$ cat src/rtl/dds_sweep_ctrl.sv
// -----------------------------------------------------------------------------
// dds_sweep_ctrl
//
// Frequency-sweep sequencer for the DDS_top/NCO datapath. One sweep config is
// latched on start. The FTW then walks from cfg_start to cfg_stop by cfg_step.
// Each FTW is held for cfg_dwell+1 cycles, and completion is flagged by a
// one-cycle done pulse. The block sits between the tt_um_dds pin interface and
// DDS_top.
//
// Optional feature macro: DDS_SWEEP_PINGPONG_EN
//   defined   : triangular (out-and-back) sweep. sweep_dir flips at cfg_stop.
//   undefined : sawtooth sweep. sweep_dir is constant for the whole run.
//
// Ports
//   clk          in   clock, all logic on posedge
//   rst_n        in   asynchronous active-low reset
//   start        in   sweep request pulse, honoured only in IDLE
//   abort        in   stop the sweep immediately (no done)
//   cfg_start    in   first FTW of sweep
//   cfg_stop     in   last FTW of sweep
//   cfg_step     in   FTW increment magnitude
//   cfg_dwell    in   cycles per FTW minus one
//   cfg_amp      in   amplitude during sweep
//   cfg_wavesel  in   wave select during sweep
//   cfg_loop     in   1 = repeat sweep until abort
//   ftw_out      out  FTW to NCO
//   amp_out      out  amplitude to DDS_top
//   wavesel_out  out  wave select to NCO
//   nco_en       out  NCO enable
//   busy         out  high while dwelling
//   sweep_dir    out  0 = FTW rising, 1 = falling
//   done         out  one-cycle pulse at normal sweep end
// -----------------------------------------------------------------------------
module dds_sweep_ctrl #(
  parameter int FTW_W   = 6,
  parameter int AMP_W   = 6,
  parameter int DWELL_W = 8
) (
  input  logic               clk,
  input  logic               rst_n,
  input  logic               start,
  input  logic               abort,
  input  logic [FTW_W-1:0]   cfg_start,
  input  logic [FTW_W-1:0]   cfg_stop,
  input  logic [FTW_W-1:0]   cfg_step,
  input  logic [DWELL_W-1:0] cfg_dwell,
  input  logic [AMP_W-1:0]   cfg_amp,
  input  logic [1:0]         cfg_wavesel,
  input  logic               cfg_loop,
  output logic [FTW_W-1:0]   ftw_out,
  output logic [AMP_W-1:0]   amp_out,
  output logic [1:0]         wavesel_out,
  output logic               nco_en,
  output logic               busy,
  output logic               sweep_dir,
  output logic               done
);

  typedef enum logic [1:0] {IDLE, DWELL, FINISH} state_t;

  state_t             state_q;
  logic [FTW_W-1:0]   start_q, stop_q, step_q;
  logic [DWELL_W-1:0] dwell_q, cnt_q;
  logic               loop_q;

  logic [FTW_W-1:0]   ftw_q;
  logic [AMP_W-1:0]   amp_q;
  logic [1:0]         wavesel_q;
  logic               nco_en_q, busy_q, dir_q, done_q;

  // Values to apply when the dwell counter expires.
  logic [FTW_W-1:0]   ftw_d;
  logic               dir_d;
  logic               finish_d;

  // One step from cur towards tgt. The arithmetic is one bit wider so that
  // overshoot in either direction is detected and clamped, never wrapped.
  function automatic logic [FTW_W-1:0] step_toward(
    input logic [FTW_W-1:0] cur,
    input logic [FTW_W-1:0] step,
    input logic [FTW_W-1:0] tgt,
    input logic             down
  );
    logic [FTW_W:0] t;
    logic [FTW_W-1:0] r;
    if (!down) begin
      t = {1'b0, cur} + {1'b0, step};
      r = (t >= {1'b0, tgt}) ? tgt : t[FTW_W-1:0];
    end else begin
      t = {1'b0, cur} - {1'b0, step};
      // t[FTW_W] set means the subtraction went below zero.
      r = (t[FTW_W] || (t[FTW_W-1:0] <= tgt)) ? tgt : t[FTW_W-1:0];
    end
    return r;
  endfunction

`ifdef DDS_SWEEP_PINGPONG_EN
  // 0 = outbound leg (towards stop), 1 = return leg (towards start).
  logic leg_q, leg_d;

  always_comb begin
    ftw_d    = step_toward(ftw_q, step_q, leg_q ? start_q : stop_q, dir_q);
    dir_d    = dir_q;
    leg_d    = leg_q;
    finish_d = 1'b0;
    if (step_q == '0 || start_q == stop_q) begin
      // Degenerate sweep: there is no leg to reverse into.
      if (loop_q) ftw_d = start_q;
      else        finish_d = 1'b1;
    end else if (!leg_q && ftw_q == stop_q) begin
      // Turn around at stop; stop itself is not repeated.
      dir_d = ~dir_q;
      leg_d = 1'b1;
      ftw_d = step_toward(stop_q, step_q, start_q, ~dir_q);
    end else if (leg_q && ftw_q == start_q) begin
      if (loop_q) begin
        // New round trip; start is not repeated.
        dir_d = ~dir_q;
        leg_d = 1'b0;
        ftw_d = step_toward(start_q, step_q, stop_q, ~dir_q);
      end else begin
        finish_d = 1'b1;
      end
    end
  end
`else
  always_comb begin
    ftw_d    = step_toward(ftw_q, step_q, stop_q, dir_q);
    dir_d    = dir_q;
    finish_d = 1'b0;
    if (step_q == '0 || ftw_q == stop_q) begin
      if (loop_q) ftw_d = start_q;
      else        finish_d = 1'b1;
    end
  end
`endif

  always_ff @(posedge clk or negedge rst_n) begin
    if (!rst_n) begin
      state_q   <= IDLE;
      start_q   <= '0;
      stop_q    <= '0;
      step_q    <= '0;
      dwell_q   <= '0;
      cnt_q     <= '0;
      loop_q    <= 1'b0;
      ftw_q     <= '0;
      amp_q     <= '0;
      wavesel_q <= '0;
      nco_en_q  <= 1'b0;
      busy_q    <= 1'b0;
      dir_q     <= 1'b0;
      done_q    <= 1'b0;
`ifdef DDS_SWEEP_PINGPONG_EN
      leg_q     <= 1'b0;
`endif
    end else begin
      done_q <= 1'b0;
      case (state_q)
        IDLE: begin
          if (start && !abort) begin
            start_q   <= cfg_start;
            stop_q    <= cfg_stop;
            step_q    <= cfg_step;
            dwell_q   <= cfg_dwell;
            loop_q    <= cfg_loop;
            cnt_q     <= cfg_dwell;
            ftw_q     <= cfg_start;
            amp_q     <= cfg_amp;
            wavesel_q <= cfg_wavesel;
            nco_en_q  <= 1'b1;
            busy_q    <= 1'b1;
            dir_q     <= (cfg_stop < cfg_start);
`ifdef DDS_SWEEP_PINGPONG_EN
            leg_q     <= 1'b0;
`endif
            state_q   <= DWELL;
          end
        end
        DWELL: begin
          if (abort) begin
            nco_en_q  <= 1'b0;
            busy_q    <= 1'b0;
            amp_q     <= '0;
            wavesel_q <= '0;
            state_q   <= IDLE;
          end else if (cnt_q != '0) begin
            cnt_q <= cnt_q - DWELL_W'(1);
          end else if (finish_d) begin
            done_q    <= 1'b1;
            nco_en_q  <= 1'b0;
            busy_q    <= 1'b0;
            amp_q     <= '0;
            wavesel_q <= '0;
            state_q   <= FINISH;
          end else begin
            // Step (or loop restart) in the same cycle the counter expires.
            ftw_q <= ftw_d;
            dir_q <= dir_d;
            cnt_q <= dwell_q;
`ifdef DDS_SWEEP_PINGPONG_EN
            leg_q <= leg_d;
`endif
          end
        end
        FINISH: begin
          // Outputs are already quiet; abort here lands in the same place.
          state_q <= IDLE;
        end
        default: state_q <= IDLE;
      endcase
    end
  end

  assign ftw_out     = ftw_q;
  assign amp_out     = amp_q;
  assign wavesel_out = wavesel_q;
  assign nco_en      = nco_en_q;
  assign busy        = busy_q;
  assign sweep_dir   = dir_q;
  assign done        = done_q;

endmodule

$ cat config.mk
export PLATFORM = sky130hd
export DESIGN_NAME = dds_sweep_ctrl
export DESIGN_NICKNAME = d
export VERILOG_FILES = /design/src/rtl/dds_sweep_ctrl.sv
export SDC_FILE = /design/constraint.sdc
export NUM_CORES = 1
export LEC_CHECK = 0
export CAP_MARGIN = 15
export CORE_MARGIN = 2
export CORE_UTILIZATION = 56
export DETAILED_ROUTE_END_ITERATION = 12
export PLACE_DENSITY = 0.83
export SLEW_MARGIN = 30
export SYNTH_ARGS = -nofsm -noshare
export SYNTH_HDL_FRONTEND = slang
export SYNTH_SLANG_ARGS = --single-unit
$ cat constraint.sdc
create_clock -name clk -period 8.2 [get_ports clk]
set_input_delay 2.05 -clock clk [delete_from_list [all_inputs] [get_ports clk]]
set_output_delay 2.05 -clock clk [all_outputs]
set_load 0.005 [all_outputs]
==> results of run 1 <==
[routing by layer]
metal / part of all wire (%) / up-vias
met2: 51 / 88
met5: 0 / -
met3: 5.0 / 15
met4: 1.8 / 0
met1: 42 / 1481
li1: - / 1469
[worst max path at each step]
| stage | startpoint | end |
|---|---|---|
| after global routing | abort | cnt_q[0]$_DFFE_PN0P_ |
| after floorplan | ftw_out[1]$_DFFE_PN0P_ | ftw_out[4]$_DFFE_PN0P_ |
| after detailed placement | abort | cnt_q[0]$_DFFE_PN0P_ |
| after global placement | abort | cnt_q[0]$_DFFE_PN0P_ |
| after CTS | ftw_out[1]$_DFFE_PN0P_ | ftw_out[4]$_DFFE_PN0P_ |
| final | ftw_out[0]$_DFFE_PN0P_ | ftw_out[3]$_DFFE_PN0P_ |
[power by group through the flow]
stage	sequential (W)	clock (W)	combinational [W]
3_3_place_gp	0.000381	0	0.000609
3_5_place_dp	0.000384	0	0.000636
2_1_floorplan	0.000366	0	0.000455
4_1_cts	0.000379	0.000170	0.000641
5_1_grt	0.000388	0.000182	0.000714
6_report	0.000380	0.000167	0.000648
[flip-flops by register name, summed over array words and instances (netlist names)]
register	count
busy	1
cnt_q	8
wavesel_out	2
sweep_dir	1
done	1
state_q	2
amp_out	6
start_q	6
step_q	6
stop_q	6
dwell_q	8
loop_q	1
ftw_out	6
[cell usage in the layout (no fill, tap or decap), types with 10 or more instances in the layout]
cell	instances
mux2_2	17
ha_1	31
inv_1	27
a21oi_1	29
clkdlybuf4s50_1	55
dfrtp_1	54
nand2_1	17
o21ai_0	26
xnor2_1	10
nor2_1	32
[stage by stage]
step | worst slack [ns] | total power, W
2_1_floorplan | 4.79 | 0.000821
3_3_place_gp | 4.19 | 0.000991
3_5_place_dp | 4.01 | 0.00102
4_1_cts | 4.32 | 0.00119
5_1_grt | 4.07 | 0.00128
6_report | 4.28 | 0.00120
[cells by family (layout without fill, tap and decap cells)]
kind of cell | Yosys count | count (layout) | share of synthesized area (%)
AOI/OAI and AO/OA | 118 | 118 | 22.6
and+or+nand+nor | 93 | 93 | 13.3
DFF | 54 | 54 | 37.6
buffers and inverters | 41 | 95 | 4.46
adders and majority gates | 33 | 33 | 11.9
muxes | 20 | 20 | 6.16
xor gates and xnor gates | 16 | 16 | 3.90
[layout make-up]
type | instances | share of cell area (%)
Clock buffer | 8 | 2.54
Timing Repair Buffer | 59 | 13.3
Tap cell | 77 | 2.22
Inverter | 28 | 2.43
Sequential cell | 54 | 31.2
Multi-Input combinational cell | 280 | 48.3
==> impl_metrics.ini, run 1 <==
[run_status]
status = completed

[global_routing]
antenna_found_initial = 0
grt_most_used_layer = met2
met1_usage_pct = 33.2
met2_usage_pct = 42.8
grt_first_pass_wirelength_mm = 14.3
grt_max_degree = 55
overflow = 0
grt.met3_usage_pct = 3.36
grt_usage_pct = 25.0
grt_pass1_vias = 2973

[worst_setup_path]
r2r_end = ftw_out[3]$_DFFE_PN0P_
r2r_start = ftw_out[0]$_DFFE_PN0P_
cp.required_ns = 8.35
rrSetupSlack_ns = 4.28
crit_chain = inv_1 -> ha_1 -> inv_1 -> fa_1 -> a211oi_1 -> o21a_1 -> ha_1 -> a21oi_1 -> a21boi_0 -> o32ai_1 -> nor2_4 -> a2111oi_0 -> o221ai_1
worstSetupPathType = reg -> reg
critPathSlowestCell = a2111oi_0
cp_slowest_stage_delay_ns = 0.61
reg2regPathDepth = 13
startpoint_type = flop
crit_arrival_ns = 4.07
cp_top_family = compound AO/OA/AOI/OAI gates
end_kind = flop
cp.depth = 13
cp_max_fo = 7
crit_buf_inv = 2

[timing]
maxSlewViolCount = 0
finalSetupViolations = 0
finalHoldViolations = 0
skew_ns = 0.00765
timing.hold.ws_ns = 0.506
period_minus_slack_ns = 3.92
finalCritPeriodShare_pct = 47.8
rsz0062_at_grt = false
timing.slew.headroom_pct = 48.5
finalSetupTns_ns = 0
worst_slew_pin_slew_ns = 0.773
max_freq_ghz = 0.255

[drt]
wl_per_cell_um = 16.8
drt_iter0_drc = 249
wirelength_mm = 8.52
vias = 3053
first_pass_iters = 5
vias_per_cell = 6.03
ant_nets = 0
drc = 0

[yosys]
async_flop_share_pct = 100
synth_commonest_cells = dfrtp_1 (54), nor2_1 (32), ha_1 (31)
yosys_register_bits = 54
syn-num-nets = 447
synth_top_area_cell = dfrtp_1
yosys_warnings = 0
synth_edf_count = 0
syn_area_um2 = 3590
postSynthCellCount = 375
synth_top_area_share_pct = 37.6
synth_area_leaders = dfrtp_1 (38%), ha_1 (11%), mux2_2 (5.3%)
ys_seq_area_share_pct = 37.6
syn_area_per_cell_um2 = 9.58
synth_most_common_cell = dfrtp_1
synth_top_flop_cell = dfrtp_1
synth.distinct_cells = 61

[pwr]
irDropWorstVdd_v = 0.000278
pwr-share-comb_pct = 54.2
switching_share_pct = 41.4
p_clk_share_pct = 14.0
p_switching_w = 0.000494
power.internal_w = 0.000701
p_leak_nw = 1.84
pwr-share-seq_pct = 31.8
power_density_nw_per_um2 = 276

[floorplan]
die_w_um = 84.1
die_y_um = 84.1
initial_utilization_pct = 57.2
floorplan.die_area_um2 = 7070
row_count = 29
io-pin-count = 57
core_region_area_um2 = 6280

[layout]
regArea_um2 = 1350
fill_cells = 476
antenna_cells = 0
design_area_um2 = 4330
num-nets-final = 500
final_core_util_pct = 69.0
synthToLayoutAreaGrowth_pct = 20.5
final_cells = 506
multi_input_comb_area_um2 = 2090
drive_gt1_share_pct = 10.3

[run]
maxCapViolCount = 0

[min_path]
min_to = amp_out[5]$_DFFE_PN0P_
min_path_type = reg -> reg
whs_path_depth = 1
holdCritStartpoint = amp_out[5]$_DFFE_PN0P_

[cts]
clk_pin_slew_ns = 0.09
cts_buffer_depth = 2
cts_resized = 0
cts_setup_buffers = 0
h-tree-depth = 2
cts_hold_buf = 0
cts_tree = built
cts-root-buf = clkbuf_8
cts_buffers = 5
cts_sinks = 54
clkLatencyLatePin_ns = 0.30

[place]
io_buffer_count = 56
place_area_um2 = 4220
post-dp-hpwl_mm = 6.61
place.gp.congestion = 0.992
dp_cells = 498
No activity file was read; power rests on OpenSTA's default activity.
==> inputs of run 2 (changes only) <==
Settings changed: CORE_UTILIZATION 56 to 54, PLACE_DENSITY 0.83 to 0.8.
Clock period 8.2 ns to 3.95 ns, I/O delays scaled along.
==> impl_metrics.ini, run 2 (same netlist as run 1, synthesis figures left out) <==
[pwr]
pwr-share-seq_pct = 30.4
pwr-share-comb_pct = 55.0
p_switching_w = 0.00106
p_clk_share_pct = 14.6
irDropWorstVdd_v = 0.000344
p_leak_nw = 1.86
switching_share_pct = 41.4
power_density_nw_per_um2 = 584
power.internal_w = 0.00150

[floorplan]
floorplan.die_area_um2 = 7320
io-pin-count = 57
die_y_um = 85.6
initial_utilization_pct = 56.3
core_region_area_um2 = 6390
die_w_um = 85.6
row_count = 29

[cts]
cts_buffers = 5
clk_pin_slew_ns = 0.10
clkLatencyLatePin_ns = 0.31
cts_tree = built
cts_sinks = 54
cts_resized = 0
h-tree-depth = 2
cts_hold_buf = 0
cts_buffer_depth = 2
cts-root-buf = clkbuf_8
cts_setup_buffers = 0

[global_routing]
grt_usage_pct = 26.4
overflow = 0
grt_max_degree = 35
grt_pass1_vias = 3084
grt_first_pass_wirelength_mm = 15.5
antenna_found_initial = 0

[layout]
layout_common_cells = clkdlybuf4s50_1 (55), dfrtp_1 (53), nor2_1 (32)
fill_cells = 503
drive_gt1_share_pct = 11.1
largestRegisters = cnt_q x8, dwell_q x8
design_area_um2 = 4370
final_core_util_pct = 68.5
final_cells = 511
synthToLayoutAreaGrowth_pct = 21.7
final_common_cell = clkdlybuf4s50_1
num-nets-final = 505
antenna_cells = 0

[timing]
maxSlewViolCount = 0
timing.slew.headroom_pct = 47.9
rsz0062_at_grt = true
worst_slew_pin_slew_ns = 0.782
skew_ns = 0.00811
finalSetupTns_ns = 0
finalCritPeriodShare_pct = 97.1
max_freq_ghz = 0.261
period_minus_slack_ns = 3.84
finalSetupViolations = 0
finalHoldViolations = 0
layout_setup_ws_ns = 0.114

[place]
place.gp.congestion = 0.937
io_buffer_count = 56
pre_cts_ws_ns = 0.201
place_area_um2 = 4260
post-dp-hpwl_mm = 6.68
dp_cells = 503

[drt]
drt_iter0_drc = 309
wl_per_cell_um = 17.6
drc = 0
ant_nets = 0
first_pass_iters = 5
wirelength_mm = 9.01
vias = 3086
vias_per_cell = 6.04

[worst_setup_path]
crit_buf_inv = 0
end_kind = flop
cp.depth = 14
cp_top_family = compound AO/OA/AOI/OAI gates
startpoint_type = flop
crit_arrival_ns = 4.03
crit_chain = ha_1 -> nor2b_1 -> a21oi_1 -> a21o_1 -> a21oi_1 -> xnor2_1 -> ha_1 -> or2_2 -> a221o_1 -> a21oi_1 -> o21ai_0 -> a221oi_1 -> a2111oi_1 -> o32a_1
worstSetupPathType = reg -> reg
critPathSlowestCell = dfrtp_1
cp.required_ns = 4.14
cp_max_fo = 8
cp_common_cell = a21oi_1
reg2regPathDepth = 14
cp_slowest_stage_delay_ns = 0.47

[min_path]
whs_path_depth = 1
min_path_type = reg -> reg

[run]
maxCapViolCount = 0

[run_status]
status = completed
==> run 2: worst paths after layout <==
check | startpoint | end | slack (ns)
max reg2reg | ftw_out[2]$_DFFE_PN0P_ | ftw_out[4]$_DFFE_PN0P_ | 0.11
min | amp_out[1]$_DFFE_PN0P_ | amp_out[1]$_DFFE_PN0P_ | 0.51
max | ftw_out[2]$_DFFE_PN0P_ | ftw_out[4]$_DFFE_PN0P_ | 0.11
min in group asynchronous | rst_n | loop_q$_DFFE_PN0P_ | 0.66
min reg2reg | amp_out[1]$_DFFE_PN0P_ | amp_out[1]$_DFFE_PN0P_ | 0.51
max in group asynchronous | rst_n | step_q[4]$_DFFE_PN0P_ | 2.59
==> run 2: cell type report <==
type | instances | area, µm² | share of cell area, %
clock buffer | 7 | 76.3 | 1.74
tap | 77 | 96.3 | 2.20
timing repair buffer | 64 | 616 | 14.1
multi-input combinational | 280 | 2100 | 48.0
inverter | 28 | 105 | 2.40
sequential | 54 | 1350 | 30.9
clock inverter | 1 | 30.0 | 0.686
==> run 2: metrics by stage <==
stage / power [W] / hold slack (ns)
floorplan: 0.00170 / 0.475
global placement: 0.00206 / 0.485
detailed placement: 0.00212 / 0.485
CTS: 0.00252 / 0.511
global route: 0.00273 / 0.525
finish: 0.00255 / 0.506
==> run 2: power by group through the flow <==
stage | clock, W | sequential [W] | combinational [W]
3_3_place_gp | 0 | 0.000776 | 0.00129
6_report | 0.000374 | 0.000775 | 0.00140
5_1_grt | 0.000407 | 0.000790 | 0.00154
3_5_place_dp | 0 | 0.000781 | 0.00133
2_1_floorplan | 0 | 0.000760 | 0.000944
4_1_cts | 0.000386 | 0.000771 | 0.00136
==> run 2: layer usage <==
| layer | vias up | wire (µm) | global-route usage, % |
|---|---|---|---|
| met3 | 12 | 567 | 4.14 |
| met5 | - | 0 | 0 |
| met1 | 1486 | 3900 | 36.7 |
| met2 | 113 | 4350 | 43.9 |
| li1 | 1475 | - | - |
| met4 | 0 | 185 | 5.92 |
==> inputs of run 3 (changes only) <==
Settings changed: CORE_MARGIN 2 to 1.5.
==> impl_metrics.ini, run 3 (same netlist as run 1, synthesis figures left out) <==
[drt]
drt_iter0_drc = 217
ant_nets = 0
wl_per_cell_um = 18.1
vias_per_cell = 6.22
drc = 0
first_pass_iters = 5
wirelength_mm = 9.24
vias = 3174

[pwr]
irDropWorstVdd_v = 0.000346
p_leak_nw = 1.86
p_clk_share_pct = 15.0
pwr-share-seq_pct = 30.2
p_switching_w = 0.00105
power_w = 0.00256
power.internal_w = 0.00150
power_density_nw_per_um2 = 584
switching_share_pct = 41.2
pwr-share-comb_pct = 54.7

[global_routing]
grt_first_pass_wirelength_mm = 15.6
antenna_found_initial = 0
grt_usage_pct = 26.9
grt_max_degree = 37
overflow = 0
grt_pass1_vias = 3172

[run_status]
status = completed

[timing]
timing.slew.headroom_pct = 45.5
rsz0062_at_grt = false
worst_slew_pin_slew_ns = 0.818
finalCritPeriodShare_pct = 96.3
period_minus_slack_ns = 3.80
finalSetupTns_ns = 0
finalHoldViolations = 0
maxSlewViolCount = 0
max_freq_ghz = 0.263
finalSetupViolations = 0
skew_ns = 0.0143

[cts]
cts-root-buf = clkbuf_8
cts_sinks = 54
clkLatencyLatePin_ns = 0.31
cts_buffer_depth = 2
cts_tree = built
h-tree-depth = 2
clk_pin_slew_ns = 0.11
cts_setup_buffers = 0
cts_buffers = 5

[worst_setup_path]
end_kind = flop
startpoint_type = flop
crit_arrival_ns = 3.97
cp_max_fo = 7
cp.required_ns = 4.12
worstSetupPathType = reg -> reg

[place]
dp_cells = 503
io_buffer_count = 56
post-dp-hpwl_mm = 6.95
place.gp.congestion = 0.905

[floorplan]
io-pin-count = 57
row_count = 29
die_w_um = 84.6
initial_utilization_pct = 56.3
core_region_area_um2 = 6390
floorplan.die_area_um2 = 7150
die_y_um = 84.6

[layout]
drive_gt1_share_pct = 11.3
final_cells = 510
num-nets-final = 505
layout_common_cells = clkdlybuf4s50_1 (55), dfrtp_1 (53), nor2_1 (32)
largestRegisters = cnt_q x8, dwell_q x8
final_common_cell = clkdlybuf4s50_1
synthToLayoutAreaGrowth_pct = 21.8
antenna_cells = 0

[run]
maxCapViolCount = 0

[min_path]
min_path_type = reg -> reg
-- run 3: cell types whose count changed in the layout (fill, tap and decap cells not counted) --
cell / before / now
a2111oi_1: 2 / 0
clkbuf_1: 2 / 0
clkbuf_8: 5 / 6
a2111oi_0: 2 / 4
-- run 3: layout make-up --
| cell class | count | area, µm² |
|---|---|---|
| fill | 523 | 2010 |
| multi-input combinational | 280 | 2100 |
| clock inverter | 1 | 30.0 |
| tap | 77 | 96.3 |
| clock buffer | 6 | 82.6 |
| sequential | 54 | 1350 |
| inverter | 28 | 105 |
| timing repair buffer | 64 | 616 |
-- run 3: power by group through the flow --
stage | sequential, W | clock, W | combinational [W]
final | 0.000773 | 0.000384 | 0.00140
after global routing | 0.000787 | 0.000410 | 0.00154
after CTS | 0.000769 | 0.000394 | 0.00136
after detailed placement | 0.000778 | 0 | 0.00134
after global placement | 0.000776 | 0 | 0.00130
after floorplan | 0.000760 | 0 | 0.000944
-- run 3: final timing paths --
path / endpoint / depth (start not counted) / slack, ns / from
worst min register to register: amp_out[2]$_DFFE_PN0P_ / 1 / 0.51 / amp_out[2]$_DFFE_PN0P_
worst max-delay path: ftw_out[3]$_DFFE_PN0P_ / 12 / 0.15 / step_q[1]$_DFFE_PN0P_
min in group asynchronous: step_q[3]$_DFFE_PN0P_ / 1 / 0.72 / rst_n
max in group asynchronous: wavesel_out[1]$_DFFE_PN0P_ / 2 / 2.39 / rst_n
worst min-delay path: amp_out[2]$_DFFE_PN0P_ / 1 / 0.51 / amp_out[2]$_DFFE_PN0P_
worst max register to register: ftw_out[3]$_DFFE_PN0P_ / 12 / 0.15 / step_q[1]$_DFFE_PN0P_
-- run 3: worst max-delay path, cell delays in order (launching register included) --
cell and delay, ns:
dfrtp_1 0.43, inv_1 0.11, ha_1 0.30, nor2b_1 0.15, o31ai_1 0.31, or4b_1 0.49
o311ai_0 0.19, ha_1 0.36, a21boi_0 0.15, o32ai_2 0.38, nor2_4 0.10, a2111oi_0 0.49
o221ai_1 0.21
-- run 3: what timing repair did --
| item | in CTS | in global routing |
|---|---|---|
| hold buffers | 0 | 0 |
| resized for setup | 0 | 2 |
| endpoints found under the setup margin | 0 | 6 |
-- run 3: stage by stage --
step	hold slack [ns]	setup WS [ns]	util, %	area [µm²]
2_1_floorplan	0.475	0.537	-	3590
3_3_place_gp	0.485	0.316	66.7	4260
3_5_place_dp	0.483	0.104	66.7	4260
4_1_cts	0.513	0.0959	68.4	4370
5_1_grt	0.524	0.00229	68.6	4380
6_report	0.508	0.146	68.6	4380
-- run 3: routing by layer --
| metal | part of all wire [%] | vias to the layer above | track usage (%) |
|---|---|---|---|
| li1 | - | 1473 | - |
| met1 | 45 | 1520 | 37.5 |
| met2 | 47 | 152 | 43.3 |
| met3 | 6.5 | 29 | 4.33 |
| met4 | 2.4 | 0 | 8.65 |
| met5 | 0 | - | 0 |
